[src/rtl/key_pkg.sv]
// ---------------------------------------------------------------------------
// key_pkg
// Shared definitions for the key event arbiter:
//   - event type codes carried per key and in the event FIFO
//   - arbiter state encoding (SCAN / HOLD)
//   - packed event record {key, type} and its width
//   - trig_to_type(): collapses one key's {single, double, long} pulses into
//     a single type code, with long > double > single priority
// ---------------------------------------------------------------------------
package key_pkg;

    localparam int KEY_W  = 3;
    localparam int TYPE_W = 2;
    localparam int EVT_W  = KEY_W + TYPE_W;

    localparam logic [TYPE_W-1:0] TYPE_NONE   = 2'd0;
    localparam logic [TYPE_W-1:0] TYPE_SINGLE = 2'd1;
    localparam logic [TYPE_W-1:0] TYPE_DOUBLE = 2'd2;
    localparam logic [TYPE_W-1:0] TYPE_LONG   = 2'd3;

    localparam logic [0:0] ST_SCAN = 1'b0;
    localparam logic [0:0] ST_HOLD = 1'b1;

    typedef struct packed {
        logic [KEY_W-1:0]  key;
        logic [TYPE_W-1:0] etype;
    } key_evt_t;

    // trig = {single, double, long}, as emitted by the key function modules.
    function automatic logic [TYPE_W-1:0] trig_to_type(input logic [2:0] trig);
        if (trig[0])      return TYPE_LONG;
        else if (trig[1]) return TYPE_DOUBLE;
        else if (trig[2]) return TYPE_SINGLE;
        else              return TYPE_NONE;
    endfunction

endpackage

[src/rtl/key_evt_fifo.sv]
// ---------------------------------------------------------------------------
// key_evt_fifo
// Synchronous FIFO with registered count and registered full flag.
// A push is accepted only when the FIFO is not full at the start of the
// cycle; a pop in the same cycle does not make room for it.
//
// Parameters: DEPTH (power of two, >= 2), WIDTH (entry width)
// Ports:
//   CLOCK    in   clock
//   RESET    in   asynchronous reset, active low
//   push_i   in   write data_i (ignored when full)
//   pop_i    in   discard head entry (ignored when empty)
//   data_i   in   entry to write
//   data_o   out  head entry (meaningful only when not empty)
//   full_o   out  FIFO holds DEPTH entries (registered)
//   empty_o  out  FIFO holds no entries
// ---------------------------------------------------------------------------
module key_evt_fifo
    import key_pkg::*;
#(
    parameter int DEPTH = 8,
    parameter int WIDTH = EVT_W
)
(
    input  logic             CLOCK,
    input  logic             RESET,
    input  logic             push_i,
    input  logic             pop_i,
    input  logic [WIDTH-1:0] data_i,
    output logic [WIDTH-1:0] data_o,
    output logic             full_o,
    output logic             empty_o
);

    localparam int PTR_W = $clog2(DEPTH);
    localparam int CNT_W = PTR_W + 1;

    logic [WIDTH-1:0] mem [DEPTH];
    logic [PTR_W-1:0] wr_q, wr_d;
    logic [PTR_W-1:0] rd_q, rd_d;
    logic [CNT_W-1:0] count_q, count_d;
    logic             full_q, full_d;
    logic             do_push, do_pop;

    assign do_push = push_i && !full_q;
    assign do_pop  = pop_i && (count_q != '0);

    // Pointers wrap naturally because DEPTH is a power of two.
    always_comb begin
        wr_d    = do_push ? wr_q + 1'b1 : wr_q;
        rd_d    = do_pop  ? rd_q + 1'b1 : rd_q;
        count_d = count_q + CNT_W'(do_push) - CNT_W'(do_pop);
        full_d  = (count_d == CNT_W'(DEPTH));
    end

    // NOTE: state registers use non-blocking assignments so every register
    // samples the pre-edge values of the others.
    always_ff @(posedge CLOCK or negedge RESET) begin
        if (!RESET) begin
            wr_q    <= '0;
            rd_q    <= '0;
            count_q <= '0;
            full_q  <= 1'b0;
        end else begin
            wr_q    <= wr_d;
            rd_q    <= rd_d;
            count_q <= count_d;
            full_q  <= full_d;
        end
    end

    // NOTE: the storage array has no reset; an entry is only observed after
    // it has been written, and the count/pointers define what is valid.
    always_ff @(posedge CLOCK) begin
        if (do_push) mem[wr_q] <= data_i;
    end

    assign data_o  = mem[rd_q];
    assign full_o  = full_q;
    assign empty_o = (count_q == '0);

endmodule

[src/rtl/key_event_arbiter.sv]
// ---------------------------------------------------------------------------
// key_event_arbiter
// Latches click events from NKEY key channels, grants them round-robin into
// an event FIFO and presents the FIFO head on a valid/ready port.
//
// Parameters: NKEY (2..8), DEPTH (FIFO depth, power of two, >= 2)
// Ports:
//   CLOCK   in   clock
//   RESET   in   asynchronous reset, active low
//   iTrig   in   per key k, bits [3k+2:3k] = {single, double, long} pulses
//   oValid  out  FIFO head valid
//   iReady  in   consumer takes the head when oValid && iReady
//   oKeyID  out  key index of head event (0 when not valid)
//   oType   out  head event type 1 single / 2 double / 3 long (0 when not valid)
//   oFull   out  FIFO holds DEPTH entries
//   oDrop   out  saturating count of overwritten pending events
//                (present only when KEY_ARB_DROP_CNT_EN is defined)
// ---------------------------------------------------------------------------
module key_event_arbiter
    import key_pkg::*;
#(
    parameter int NKEY  = 4,
    parameter int DEPTH = 8
)
(
    input  logic              CLOCK,
    input  logic              RESET,
    input  logic [3*NKEY-1:0] iTrig,
    output logic              oValid,
    input  logic              iReady,
    output logic [KEY_W-1:0]  oKeyID,
    output logic [TYPE_W-1:0] oType,
`ifdef KEY_ARB_DROP_CNT_EN
    output logic [15:0]       oDrop,
`endif
    output logic              oFull
);

    logic [TYPE_W-1:0] pend_q [NKEY];
    logic [TYPE_W-1:0] pend_d [NKEY];
    logic [TYPE_W-1:0] new_type [NKEY];
    logic [KEY_W-1:0]  rr_q, rr_d;
    logic [0:0]        state_q, state_d;
    logic              any_pend;
    logic              grant;
    logic [KEY_W-1:0]  grant_idx;
    logic [TYPE_W-1:0] grant_type;
    logic              fifo_full, fifo_empty;
    key_evt_t          push_evt, head_evt;

    always_comb begin
        for (int k = 0; k < NKEY; k++) begin
            new_type[k] = trig_to_type(iTrig[3*k +: 3]);
        end
    end

    // Round-robin search starting at rr_q, plus the SCAN/HOLD control.
    always_comb begin : arbiter
        logic             found;
        logic [KEY_W:0]   idx;
        any_pend   = 1'b0;
        grant      = 1'b0;
        grant_idx  = '0;
        grant_type = TYPE_NONE;
        state_d    = state_q;
        found      = 1'b0;
        idx        = '0;
        for (int k = 0; k < NKEY; k++) begin
            any_pend = any_pend | (pend_q[k] != TYPE_NONE);
        end
        for (int i = 0; i < NKEY; i++) begin
            idx = (KEY_W+1)'(rr_q) + (KEY_W+1)'(i);
            if (idx >= (KEY_W+1)'(NKEY)) idx = idx - (KEY_W+1)'(NKEY);
            for (int k = 0; k < NKEY; k++) begin
                if (!found && idx == (KEY_W+1)'(k) && pend_q[k] != TYPE_NONE) begin
                    found      = 1'b1;
                    grant_idx  = KEY_W'(k);
                    grant_type = pend_q[k];
                end
            end
        end
        case (state_q)
            ST_SCAN: begin
                if (any_pend) begin
                    if (fifo_full) state_d = ST_HOLD;
                    else           grant   = 1'b1;
                end
            end
            ST_HOLD: begin
                // Leaving HOLD grants in the same cycle so no push slot is lost.
                if (!fifo_full) begin
                    state_d = ST_SCAN;
                    grant   = any_pend;
                end
            end
            default: state_d = ST_SCAN;
        endcase
    end

    // A pulse on the key being granted replaces the cleared slot rather than
    // being lost; a pulse on any other busy key overwrites (newest wins).
    always_comb begin
        for (int k = 0; k < NKEY; k++) begin
            if (grant && grant_idx == KEY_W'(k)) pend_d[k] = new_type[k];
            else if (new_type[k] != TYPE_NONE)  pend_d[k] = new_type[k];
            else                                pend_d[k] = pend_q[k];
        end
        if (!grant)                                rr_d = rr_q;
        else if (grant_idx == KEY_W'(NKEY - 1))    rr_d = '0;
        else                                       rr_d = grant_idx + 1'b1;
    end

    always_ff @(posedge CLOCK or negedge RESET) begin
        if (!RESET) begin
            state_q <= ST_SCAN;
            rr_q    <= '0;
            for (int k = 0; k < NKEY; k++) pend_q[k] <= TYPE_NONE;
        end else begin
            state_q <= state_d;
            rr_q    <= rr_d;
            for (int k = 0; k < NKEY; k++) pend_q[k] <= pend_d[k];
        end
    end

`ifdef KEY_ARB_DROP_CNT_EN
    logic [15:0]    drop_q, drop_d;
    logic [KEY_W:0] n_drop;
    logic [16:0]    drop_sum;

    always_comb begin
        n_drop = '0;
        for (int k = 0; k < NKEY; k++) begin
            if (new_type[k] != TYPE_NONE && pend_q[k] != TYPE_NONE &&
                !(grant && grant_idx == KEY_W'(k)))
                n_drop = n_drop + (KEY_W+1)'(1);
        end
        drop_sum = {1'b0, drop_q} + 17'(n_drop);
        drop_d   = drop_sum[16] ? 16'hFFFF : drop_sum[15:0];
    end

    always_ff @(posedge CLOCK or negedge RESET) begin
        if (!RESET) drop_q <= '0;
        else        drop_q <= drop_d;
    end

    assign oDrop = drop_q;
`endif

    assign push_evt = '{key: grant_idx, etype: grant_type};

    key_evt_fifo #(
        .DEPTH (DEPTH),
        .WIDTH (EVT_W)
    ) u_fifo (
        .CLOCK   (CLOCK),
        .RESET   (RESET),
        .push_i  (grant),
        .pop_i   (oValid && iReady),
        .data_i  (push_evt),
        .data_o  (head_evt),
        .full_o  (fifo_full),
        .empty_o (fifo_empty)
    );

    // Head is masked while empty so the unreset storage never reaches the port.
    assign oValid = !fifo_empty;
    assign oKeyID = oValid ? head_evt.key   : '0;
    assign oType  = oValid ? head_evt.etype : '0;
    assign oFull  = fifo_full;

endmodule

[config.mk]
export PLATFORM = sky130hd
export DESIGN_NAME = key_event_arbiter
export DESIGN_NICKNAME = d
export VERILOG_FILES = /design/src/rtl/key_pkg.sv /design/src/rtl/key_evt_fifo.sv /design/src/rtl/key_event_arbiter.sv
export SDC_FILE = /design/constraint.sdc
export NUM_CORES = 1
export LEC_CHECK = 0
export CORE_AREA = 2 2 73 75
export CTS_BUF_LIST = sky130_fd_sc_hd__clkbuf_4 sky130_fd_sc_hd__clkbuf_8
export DETAILED_ROUTE_END_ITERATION = 16
export DIE_AREA = 0 0 75 77
export PLACE_DENSITY = 0.8
export SLEW_MARGIN = 30
export SYNTH_ARGS = -nofsm -noshare
export SYNTH_HDL_FRONTEND = slang
export SYNTH_SLANG_ARGS = --single-unit
[constraint.sdc]
create_clock -name CLOCK -period 6.1 [get_ports CLOCK]
set_input_delay 1.22 -clock CLOCK [delete_from_list [all_inputs] [get_ports CLOCK]]
set_output_delay 1.22 -clock CLOCK [all_outputs]
set_load 0.02 [all_outputs]
==> impl_metrics.csv, run 1 <==
group,metric,value,unit
die,die-area,5775,µm²
clock_network,cts_resized,0,
worst_setup_path,path_class,"reg2out",
drt,drt_iter0_markers,125,
placement,dp.cells,328,
sta,slew_violations,0,
drt,dr.pass1.iters,5,
worst_setup_path,cp-startpoint,"u_fifo.rd_q[0]",
min_path,hold_start,"u_fifo.wr_q[2]",
die,boundaryPins,22,
job,maxCapViolations,0,
global_route,grt_max_degree,22,
final_layout,fillers,397,
worst_setup_path,arrival,2350,ps
sta,post-route-period-util,0.5858,
min_path,worst_hold_path_type,"reg2reg",
placement,place_congestion,0.9386,
sta,finalHoldViolCount,0,
placement,port_buffers,20,
global_route,first_global_vias,1938,
global_route,grt_overflow_total,0,
clock_network,tritoncts,"built",
yosys,synth_cell_types,61,
global_route,grtUsageTotal,0.2173,
worst_setup_path,end_kind,"primary output",
worst_setup_path,crit_fanout,10,
final_layout,n_antenna_cell,0,
final_layout,layout-drive-gt1-share,0.1278,
clock_network,cts_made_buffers,5,
final_layout,final_cell_mix,"edfxtp_1 (32), dfrtp_1 (21), nand2_1 (20)",
power,p_total,1630,µW
final_layout,final_cells,336,
worst_setup_path,crit_required,4880,ps
worst_setup_path,reg2reg_from,"rr_q[1]",
status,outcome,"completed",
sta,maxSlewHeadroom,0.3472,
yosys,avgSynthCellArea,11.86,µm²
drt,postRouteAntennaNets,0,
sta,fin_worst_skew,10.62,ps
clock_network,htreeDepth,2,
drt,drc,0,
yosys,synthArstFlopShare,0.3962,
clock_network,cts_root_buffer,"clkbuf_8",
placement,hpwlAfterDp,4286,µm
sta,min_period,3574,ps
yosys,synth_edf_count,32,
sta,setup_tns,0,ps
global_route,antenna_found_initial,0,
die,core,4977,µm²
clock_network,clk_path_buf_depth,2,
die,die_y,77,µm
sta,max_freq,279.8,MHz
clock_network,post-cts-setup-buffer-count,0,
power,p_leak,0.001246,µW
drt,wl,5658,µm
final_layout,multi_input_area,1328,µm²
yosys,ys.flop_type,"edfxtp_1",
die,fp.dieW,75,µm
final_layout,register_area,1486,µm²
drt,vias,2019,
yosys,synth_seq_cells,53,
clock_network,clk_pin_slew,90,ps
yosys,synth_warnings,0,
final_layout,synthToLayoutAreaGrowth,11.49,%
power,power_density,498.8,nW/µm²
yosys,syn-instance-count,247,
sta,setup_viol,0,
final_layout,nets,294,
sta,whs,618.0,ps
drt,via_per_inst,6.009,
sta,tightest_slew,970.3,ps
final_layout,layout_commonest_cell,"edfxtp_1",
worst_setup_path,crit_path_start_kind,"register",
yosys,synth-seq-area-share,0.5073,
die,std_cell_rows,26,
drt,wl_per_cell,16.84,µm
die,start_util,0.5887,
clock_network,cts_sinks,53,
clock_network,insertion_delay,300,ps
global_route,grt_pass1_wl,9466,µm
yosys,synth_area,2930,µm²
power,worst_ir_drop_vdd,0.2486,mV
sta,grt_setup_unrepaired,"false",
clock_network,cts.hold.buffers_added,0,
-- layout make-up --
| type | count | share of cell area |
|---|---|---|
| inverter | 21 | 0.02413 |
| clock buffer | 7 | 0.02566 |
| tap | 70 | 0.02681 |
| timing repair buffer | 20 | 0.05975 |
| clock inverter | 1 | 0.002298 |
| multi-input combinational | 164 | 0.4064 |
| sequential | 53 | 0.4550 |
-- where the power goes --
group / total (µW) / switching, µW / internal [µW]
sequential: 684 / 134 / 550
clock: 196 / 106 / 90.2
combinational: 749 / 393 / 356
total: 1630 / 633 / 996
-- worst max-delay path, cell delays in order, from the launching register on --
cell             delay (ps)
dfrtp_1                 700
mux4_2                  590
mux2i_1                 160
nor2_1                   50
clkdlybuf4s50_1         540
-- path summary, 6_finish.rpt --
| path | endpoint | slack, ps | cells after the start |
|---|---|---|---|
| max | oKeyID[1] | 2530 | 4 |
| min | u_fifo.wr_q[2] | 620 | 1 |
| max reg2reg | pend_q[6] | 2920 | 12 |
| min reg2reg | u_fifo.wr_q[2] | 620 | 1 |
| max in group asynchronous | u_fifo.full_o | 4900 | 1 |
| min in group asynchronous | u_fifo.count_q[0] | 860 | 1 |
-- flip-flops by register name (all words and copies together) (netlist names) --
name            flops
u_fifo.full_o       1
u_fifo.mem         32
u_fifo.count_q      4
pend_q              8
u_fifo.rd_q         3
rr_q                2
u_fifo.wr_q         3
-- cell families after synthesis --
| logic type | synth area share |
|---|---|
| adder cells (fa/ha/maj) | 0.06576 |
| AND/OR/NAND/NOR | 0.1268 |
| other | 0.002563 |
| buffers and inverters | 0.04568 |
| XOR/XNOR | 0.01794 |
| multiplexers | 0.09437 |
| AO/OA/AOI/OAI | 0.1396 |
| flip-flops | 0.5073 |
-- synth_stat cells (3+ instances only) --
library cell  count  area share
nor2_1           17       0.022
mux2i_1           4       0.014
xnor2_1           3      0.0090
dfrtp_1          21        0.18
a21o_1            4       0.010
buf_2             5      0.0085
xor2_1            3      0.0090
nor4b_1           4       0.012
nor3_1            5      0.0085
a21oi_1          10       0.017
a311o_1           4       0.014
nand3_1           3      0.0051
inv_1            17       0.022
nand2_1          20       0.026
mux4_2           10       0.077
inv_2             4      0.0051
ha_1             13       0.056
or2_1             4      0.0085
a31oi_1           3      0.0064
o21bai_1          3      0.0077
clkbuf_1          5      0.0064
edfxtp_1         32        0.33
o21ai_0           3      0.0051
nand2b_1          3      0.0064
-- metal layers --
layer,share of wire,track usage,up-vias
met3,0.052,0.04468,5
li1,-,-,953
met2,0.49,0.3386,59
met5,0,0,-
met4,0.0090,0.04107,0
met1,0.45,0.3185,1002
-- stage by stage --
| step | util | cell area (µm²) | setup WS [ps] |
|---|---|---|---|
| 6_report | 0.6564 | 3267 | 2526 |
| 5_1_grt | 0.6564 | 3267 | 2383 |
| 4_1_cts | 0.6574 | 3272 | 2478 |
| 3_5_place_dp | 0.6390 | 3181 | 2781 |
| 3_3_place_gp | 0.6378 | 3174 | 2824 |
| 2_1_floorplan | - | 2942 | 3255 |
(Power assumes the default switching activity.)
==> run 2, diff against run 1 <==
- clock period: 6.1 -> 3.3 ns (I/O delays scaled with it)
==> impl_metrics.csv, run 2 (synthesis results as in run 1) <==
group,metric,value,unit
clock_network,cts.hold.buffers_added,0,
global_route,grtUsageTotal,0.2275,
sta,setup_viol,0,
global_route,met3_usage,0.04731,
final_layout,fin_util,0.6747,
clock_network,insertion_delay,300,ps
worst_setup_path,arrival,2330,ps
min_path,worst_hold_path_type,"in2async",
drt,drt_iter0_markers,176,
worst_setup_path,slowest_delay,690,ps
placement,hpwlAfterDp,4305,µm
worst_setup_path,critPathSlowestCell,"dfrtp_1",
sta,setup_tns,0,ps
worst_setup_path,cp_num_buf_inv,1,
placement,place_congestion,0.9415,
final_layout,final_cell_mix,"edfxtp_1 (32), dfrtp_1 (21), nand2_1 (20)",
power,switchingPower,1220,µW
sta,maxSlewHeadroom,0.5241,
die,std_cell_rows,26,
power,p_int,1903,µW
final_layout,layout_commonest_cell,"edfxtp_1",
global_route,grt_pass1_wl,9763,µm
drt,vias,2079,
global_route,use_met1,0.3561,
placement,port_buffers,20,
clock_network,cts_made_buffers,5,
sta,post-route-period-util,0.9060,
sta,min_period,2990,ps
final_layout,n_antenna_cell,0,
sta,grt_setup_unrepaired,"false",
power,seq_power_share,0.393,
power,power_density,929.9,nW/µm²
die,die-area,5775,µm²
power,p_total,3123,µW
drt,wl_per_cell,16.53,µm
drt,drc,0,
worst_setup_path,cpLargestDelayFamily,"multiplexers",
global_route,antenna_found_initial,0,
sta,slew_violations,0,
clock_network,tritoncts,"built",
sta,fin_worst_skew,3.341,ps
worst_setup_path,crit_path_start_kind,"register",
final_layout,synthToLayoutAreaGrowth,14.60,%
status,outcome,"completed",
final_layout,reg_top3,"u_fifo.mem: 32 flops, pend_q: 8 flops, u_fifo.count_q: 4 flops",
global_route,grt_max_degree,22,
clock_network,clk_path_buf_depth,2,
final_layout,largest_register_ffs,32,
final_layout,layout-drive-gt1-share,0.1649,
job,maxCapViolations,0,
power,netSwitchingFraction,0.3908,
clock_network,post-cts-setup-buffer-count,0,
die,start_util,0.5887,
global_route,grt_overflow_total,0,
drt,wl,5769,µm
drt,dr.pass1.iters,4,
die,boundaryPins,22,
die,core,4977,µm²
worst_setup_path,end_kind,"primary output",
clock_network,clk_pin_slew,90,ps
power,worst_ir_drop_vdd,0.5194,mV
global_route,grt_use_met2,0.3219,
drt,via_per_inst,5.957,
clock_network,cts_sinks,53,
die,die_y,77,µm
sta,max_freq,334.5,MHz
clock_network,cts_resized,0,
global_route,grt_most_used_layer,"met1",
power,p_leak,0.001313,µW
power,p_comb_frac,0.492,
drt,postRouteAntennaNets,0,
global_route,first_global_vias,1924,
worst_setup_path,path_class,"reg2out",
final_layout,fillers,369,
final_layout,regMostFlops,"u_fifo.mem",
worst_setup_path,crit_required,2640,ps
worst_setup_path,crit_fanout,9,
final_layout,nets,307,
sta,finalHoldViolCount,0,
power,p_clk_frac,0.115,
die,fp.dieW,75,µm
sta,tightest_slew,708.5,ps
clock_network,cts_root_buffer,"clkbuf_8",
worst_setup_path,path_cells,"mux4_2 > mux2i_1 > nor2_1 > clkdlybuf4s50_1",
clock_network,htreeDepth,2,
==> run 2: cell count changes in the layout (fill, tap and decap cells not counted) <==
cell | before | now
buf_4 | 0 | 13
clkbuf_4 | 2 | 0
clkinv_4 | 0 | 2
clkinv_2 | 0 | 1
clkinvlp_4 | 1 | 0
nor4b_1 | 3 | 4
nor4b_2 | 1 | 0
==> run 2: stage by stage <==
step	worst slack (ps)	cell area, µm²	cells	hold slack [ps]
2_1_floorplan	742.9	2942	250	364.4
3_3_place_gp	562.5	3272	341	586.7
3_5_place_dp	457.3	3272	341	584.5
4_1_cts	255.8	3363	349	606.2
5_1_grt	126.9	3358	349	346.8
6_report	310.1	3358	349	302.2
==> run 2: power by group through the flow <==
stage / logic (µW) / clock network [µW] / registers (µW)
after floorplan: 1150 / 0 / 1110
final: 1540 / 359 / 1230
after detailed placement: 1530 / 0 / 1240
after global routing: 1710 / 393 / 1270
after global placement: 1480 / 0 / 1230
after CTS: 1540 / 368 / 1230
==> run 2: worst paths after layout <==
kind | start | end | slack [ps] | cells after the start
setup / recovery | u_fifo.rd_q[0] | oKeyID[1] | 310 | 4
hold / removal | RESET | u_fifo.rd_q[0] | 300 | 1
setup reg to reg | rr_q[0] | pend_q[1] | 420 | 10
hold reg to reg | u_fifo.wr_q[2] | u_fifo.wr_q[2] | 610 | 1
max in group asynchronous | RESET | u_fifo.wr_q[2] | 2670 | 1
min in group CLOCK | u_fifo.wr_q[2] | u_fifo.wr_q[2] | 610 | 1
==> run 2: metal layers <==
layer	vias to the layer above	part of all wire
met5	-	0
met4	0	0.016
met3	13	0.072
met2	86	0.47
met1	1007	0.45
li1	973	-
==> run 2: area by class of cell <==
cell class                 count  area (µm²)  share of cell area
clock inverter                 3       22.52            0.006706
tap                           70       87.58             0.02608
inverter                      21       78.83             0.02347
sequential                    53        1486              0.4426
timing repair buffer          33       292.8             0.08718
multi-input combinational    164        1321              0.3934
clock buffer                   5       68.82             0.02049
==> run 3, diff against run 2 <==
- ABC_CLOCK_PERIOD_IN_PS: unset -> 3300
==> results of run 3 <==
The final DEF is identical to that of run 2; final timing and power are the same.
